## config.mk

```make
export PLATFORM = sky130hd
export DESIGN_NAME = apb_cmd_master
export DESIGN_NICKNAME = d
export VERILOG_FILES = /design/src/rtl/apb_master_pkg.sv /design/src/rtl/apb_timeout_ctr.sv /design/src/rtl/apb_cmd_master.sv
export SDC_FILE = /design/constraint.sdc
export NUM_CORES = 1
export LEC_CHECK = 0
export CAP_MARGIN = 15
export CORE_MARGIN = 2
export CORE_UTILIZATION = 40
export CTS_CLUSTER_DIAMETER = 50
export CTS_CLUSTER_SIZE = 16
export DETAILED_ROUTE_END_ITERATION = 10
export GPL_ROUTABILITY_DRIVEN = 0
export PLACE_DENSITY = 0.81
export RECOVER_POWER = 50
export SLEW_MARGIN = 20
export SYNTH_ARGS = -nofsm -noshare
export SYNTH_HDL_FRONTEND = slang
export SYNTH_SLANG_ARGS = --single-unit
```

## constraint.sdc

```tcl
create_clock -name Pclk -period 2.4 [get_ports Pclk]
set_input_delay 0.72 -clock Pclk [delete_from_list [all_inputs] [get_ports Pclk]]
set_output_delay 0.72 -clock Pclk [all_outputs]
set_load 0.005 [all_outputs]
```

## src/rtl/apb_master_pkg.sv

```systemverilog
// apb_master_pkg: shared definitions for the APB command master and its
// downstream memory slave.
//   - apb_state_t  : 2-bit FSM encoding IDLE/SETUP/ACCESS/RESP
//   - APB_ADDR_W   : default address width (32-entry slave memory)
//   - APB_DATA_W   : default data width
package apb_master_pkg;

  localparam int APB_ADDR_W = 5;
  localparam int APB_DATA_W = 32;

  typedef enum logic [1:0] {
    IDLE   = 2'd0,
    SETUP  = 2'd1,
    ACCESS = 2'd2,
    RESP   = 2'd3
  } apb_state_t;

endpackage

```

## src/rtl/apb_timeout_ctr.sv

```systemverilog
// apb_timeout_ctr: ACCESS-phase wait counter with expiry flag.
// Only instantiated when APB_MASTER_TIMEOUT_EN is defined.
// Ports:
//   Pclk, Prst : clock, async active-low reset
//   clr        : clear the count (asserted on the cycle before ACCESS)
//   inc        : count one ACCESS cycle that saw Pready=0
//   expired    : count has reached TIMEOUT-1
module apb_timeout_ctr #(
  parameter int TIMEOUT = 16
) (
  input  logic Pclk,
  input  logic Prst,
  input  logic clr,
  input  logic inc,
  output logic expired
);

  logic [7:0] cnt;

  assign expired = (cnt == 8'(TIMEOUT - 1));

  // Holds at the limit; the FSM leaves ACCESS on expiry anyway.
  always_ff @(posedge Pclk or negedge Prst) begin
    if (!Prst)               cnt <= '0;
    else if (clr)            cnt <= '0;
    else if (inc && !expired) cnt <= cnt + 8'd1;
  end

endmodule

```

## src/rtl/apb_cmd_master.sv

```systemverilog
// apb_cmd_master: single-outstanding APB master bridge.
// Accepts one read/write command on cmd_* (valid/ready), runs the APB
// SETUP and ACCESS phases, waits for Pready, and returns read data and
// error status on rsp_* (valid/ready).
// Optional macro APB_MASTER_TIMEOUT_EN: abort ACCESS after TIMEOUT cycles
// without Pready, reporting rsp_err=1.
// Ports:
//   Pclk, Prst                      : clock, async active-low reset
//   cmd_valid/ready/write/addr/wdata: command channel
//   rsp_valid/ready/rdata/err       : response channel
//   Paddr/Pselx/Penable/Pwrite/Pwdata: APB request outputs
//   Pready/Pslverr/Prdata           : APB slave responses
module apb_cmd_master
  import apb_master_pkg::*;
#(
  parameter int ADDR_W  = APB_ADDR_W,
  parameter int DATA_W  = APB_DATA_W,
  parameter int TIMEOUT = 16
) (
  input  logic              Pclk,
  input  logic              Prst,
  input  logic              cmd_valid,
  output logic              cmd_ready,
  input  logic              cmd_write,
  input  logic [ADDR_W-1:0] cmd_addr,
  input  logic [DATA_W-1:0] cmd_wdata,
  output logic              rsp_valid,
  input  logic              rsp_ready,
  output logic [DATA_W-1:0] rsp_rdata,
  output logic              rsp_err,
  output logic [ADDR_W-1:0] Paddr,
  output logic              Pselx,
  output logic              Penable,
  output logic              Pwrite,
  output logic [DATA_W-1:0] Pwdata,
  input  logic              Pready,
  input  logic              Pslverr,
  input  logic [DATA_W-1:0] Prdata
);

  apb_state_t state;
  logic       tmo;

`ifdef APB_MASTER_TIMEOUT_EN
  logic tmo_hit;

  apb_timeout_ctr #(.TIMEOUT(TIMEOUT)) u_tmo (
    .Pclk    (Pclk),
    .Prst    (Prst),
    .clr     (state == SETUP),
    .inc     (state == ACCESS && !Pready),
    .expired (tmo_hit)
  );

  // A Pready landing on the expiry cycle wins.
  assign tmo = tmo_hit && !Pready;
`else
  // No abort path: ACCESS waits for Pready indefinitely; TIMEOUT has no role.
  assign tmo = (TIMEOUT < 0);
`endif

  always_ff @(posedge Pclk or negedge Prst) begin
    if (!Prst) begin
      state     <= IDLE;
      cmd_ready <= 1'b0;
      rsp_valid <= 1'b0;
      rsp_err   <= 1'b0;
      rsp_rdata <= '0;
      Paddr     <= '0;
      Pselx     <= 1'b0;
      Penable   <= 1'b0;
      Pwrite    <= 1'b0;
      Pwdata    <= '0;
    end else begin
      case (state)
        IDLE: begin
          cmd_ready <= 1'b1;
          Paddr     <= '0;
          Pwdata    <= '0;
          if (cmd_valid && cmd_ready) begin
            state     <= SETUP;
            cmd_ready <= 1'b0;
            Pselx     <= 1'b1;
            Paddr     <= cmd_addr;
            Pwrite    <= cmd_write;
            Pwdata    <= cmd_wdata;
          end
        end
        SETUP: begin
          state   <= ACCESS;
          Penable <= 1'b1;
        end
        ACCESS: begin
          if (Pready || tmo) begin
            state     <= RESP;
            rsp_valid <= 1'b1;
            rsp_err   <= Pready ? Pslverr : 1'b1;
            rsp_rdata <= (Pready && !Pwrite) ? Prdata : '0;
            Pselx     <= 1'b0;
            Penable   <= 1'b0;
            Pwrite    <= 1'b0;
            Paddr     <= '0;
            Pwdata    <= '0;
          end
        end
        RESP: begin
          if (rsp_ready) begin
            state     <= IDLE;
            rsp_valid <= 1'b0;
            rsp_err   <= 1'b0;
            rsp_rdata <= '0;
            // Raised here so a command can be taken on the first IDLE cycle.
            cmd_ready <= 1'b1;
          end
        end
        default: state <= IDLE;
      endcase
    end
  end

endmodule

```

==> run_results.csv <==
group,metric,value,unit
run_status,status,"completed",
floorplanning,die_h,90.4,um
routing,wire_per_inst,16.3,um
routing,wl_met3,642,um
logic_synthesis,synth_nets,291,
cts,insertion_delay,330,ps
routing,via_per_inst,5.06,
global_routing,grt_pass1_vias,2400,
cts,cts_max_path_buffers,2,
floorplanning,die_w,90.4,um
pwr,p_per_area,1230,nW/um2
logic_synthesis,synth_top_area_share,64.5,%
worst_setup_path,endpoint_kind,"register",
final_layout,syn_to_final_growth,59.4,%
timing,grt_setup_unrepaired,"no",
logic_synthesis,ys_ff_latch,77,
routing,first_pass_iters,4,
worst_setup_path,worst-r2r-cell-count,5,
timing,setup_viol,0,
timing,slew_headroom,26.8,%
worst_setup_path,crit_start,"Pready",
worst_setup_path,cp-endpoint,"rsp_rdata[24]$_DFFE_PN0P_",
timing,fin_ws,368,ps
logic_synthesis,avgSynthCellArea,14.3,um2
worst_setup_path,worstPathArrival,2250,ps
worst_setup_path,reg2reg_to,"Pwdata[3]$_DFFE_PN0P_",
floorplanning,rows,31,
timing,tns,0,ps
routing,num_vias,2355,
logic_synthesis,synth_area_leader_cell,"dfrtp_1",
cts,ctsHoldBuffers,0,
timing,tightest_slew,1100,ps
timing,timing.final.crit_share,84.7,%
global_routing,grt_usage,19.0,%
pwr,irDropWorstVdd,0.559,mV
floorplanning,initial_core_util,41.2,%
timing,finalMaxSlewViolations,0,
global_routing,gr-total-overflow,0,
cts,cts-root-buf,"clkbuf_8",
logic_synthesis,syn_area,2990,um2
place,dp_cells,450,
cts,cts_setup_buffers,0,
final_layout,final.fill_count,561,
routing,wl_met1,3410,um
routing,drc,0,
cts,clkTransAtPathRegs,80,ps
worst_setup_path,crit_type,"primary input to register",
global_routing,grt_first_pass_wirelength,12300,um
worst_setup_path,critPathMaxFanout,20,
worst_setup_path,r2r_start,"state[0]$_DFFE_PN0P_",
routing,postRouteAntennaNets,0,
floorplanning,io-pin-count,151,
floorplanning,die-area,8180,um2
logic_synthesis,netlist_instances,209,
logic_synthesis,synth.distinct_cells,21,
timing,max_freq,492,MHz
worst_setup_path,start_kind,"primary input",
cts,ctsResizeCount,0,
timing,holdWs,310,ps
routing,drtIter0Drc,97,
hold_path,min_path_type,"primary input to asynchronous set/reset pin",
cts,clock-sinks,77,
cts,numCtsBuffers,9,
logic_synthesis,yosysSeqAreaShare,64.5,%
cts,cts_tree,"done",
pwr,p_total,5.83,mW
logic_synthesis,ys_warn_count,0,
final_layout,diodes,0,
cts,htreeDepth,3,
timing,hold_viol,0,
run,max_cap_viol_count,0,
pwr,p_leak,2.21,nW
logic_synthesis,synth_area_leaders,"dfrtp_1, a22o_1, ha_1",
floorplanning,core-area,7250,um2
timing,finClkSkew,7.60,ps
global_routing,grt_max_degree,46,
worst_setup_path,r2r_slack,600,ps
place,hpwl,5590,um
final_layout,drive_gt1_share,7.10,%
worst_setup_path,cp_data_required_time,2620,ps
place,pre_cts_ws,66.9,ps
timing,layout_min_cycle_time,2030,ps
global_routing,antenna_found_initial,0,
routing,wl_met2,3400,um
final_layout,fin_nets,444,
routing,finalWirelength,7570,um
place,portBuffers,150,
routing,top_layer_used,"met4",
final_layout,instances_no_fill,465,
state kept, by name (all words and copies together), names as in the netlist:
| name | cells |
|---|---|
| Paddr | 5 |
| Penable | 1 |
| Pselx | 1 |
| Pwdata | 32 |
| Pwrite | 1 |
| cmd_ready | 1 |
| rsp_err | 1 |
| rsp_rdata | 32 |
| rsp_valid | 1 |
| state | 2 |
worst max-delay path, stage by stage:
cell           delay, ps
dlygate4sd3_1        760
nand2b_1             160
o211ai_1             130
buf_4                240
a22o_1               240
through the flow:
step           utilization (%)  cell area, um2
2_1_floorplan                -            2990
3_3_place_gp              63.4            4600
3_5_place_dp              63.4            4600
4_1_cts                   65.9            4780
5_1_grt                   65.7            4760
6_report                  65.7            4760
routing by layer:
layer	GRT usage [%]	vias up
li1	-	1089
met1	25.6	1137
met2	29.4	119
met3	5.18	10
met4	7.18	0
met5	0	-
cells by family (layout without fill, tap and decap cells):
logic type,count (synthesis),in the layout,share of synthesized area [%]
DFF,77,77,64.5
buffers and inverters,22,179,4.65
and+or+nand+nor,19,19,3.48
muxes,7,7,2.43
adders and majority gates,6,6,2.51
AOI/OAI and AO/OA,78,78,22.4
area by class of cell:
cell class	instances	area, um2	share of cell area, %
flip-flops and latches	77	1930	40.5
repair buffers	158	1570	32.9
multi-input cells	110	940	19.7
clock buffers	10	128	2.68
well taps	99	124	2.60
clock inverters	5	52.6	1.10
inverters	6	22.5	0.473
Yosys cell counts (all sizes together):
master,instances
o32a,1
nor2b,3
mux2i,5
clkbuf,3
a22o,72
dfrtp,77
buf,13
o211ai,1
o21ai,3
nand2,5
mux2,2
ha,6
nor3,4
nand3b,1
a21boi,1
nand2b,2
nor2,4
inv,6
worst min-delay path by stage:
stage | from | to | slack (ps) | cells after the start
detailed placement | Penable$_DFFE_PN0P_ | Penable$_DFFE_PN0P_ | 470 | 2
finish | Prst | Pwdata[22]$_DFFE_PN0P_ | 310 | 1
global route | Prst | Pwdata[14]$_DFFE_PN0P_ | 330 | 1
floorplan | Prst | Paddr[0]$_DFFE_PN0P_ | 420 | 0
global placement | Penable$_DFFE_PN0P_ | Penable$_DFFE_PN0P_ | 470 | 2
CTS | Prst | Pwdata[14]$_DFFE_PN0P_ | 320 | 1
cells in the final DEF (no fill, tap or decap), drive strengths merged:
master and count:
o211ai 1, o21ai 3, clkinvlp 1, nor2b 3, dfrtp 77, bufinv 1, a21boi 1, nand2 5
clkdlybuf4s50 116, buf 8, o32a 1, nor3 4, clkbuf 11, ha 6, mux2i 5, clkinv 3
nand2b 2, nand3b 1, mux2 2, nor2 4, dlygate4sd3 33, a22o 72, inv 6
power by group:
part	internal [mW]	total, mW	switching, mW
logic	1.64	2.71	1.07
clock network	0.470	0.907	0.437
registers	1.88	2.22	0.338
total	3.99	5.83	1.85
Power figures use the tool's default switching activity.
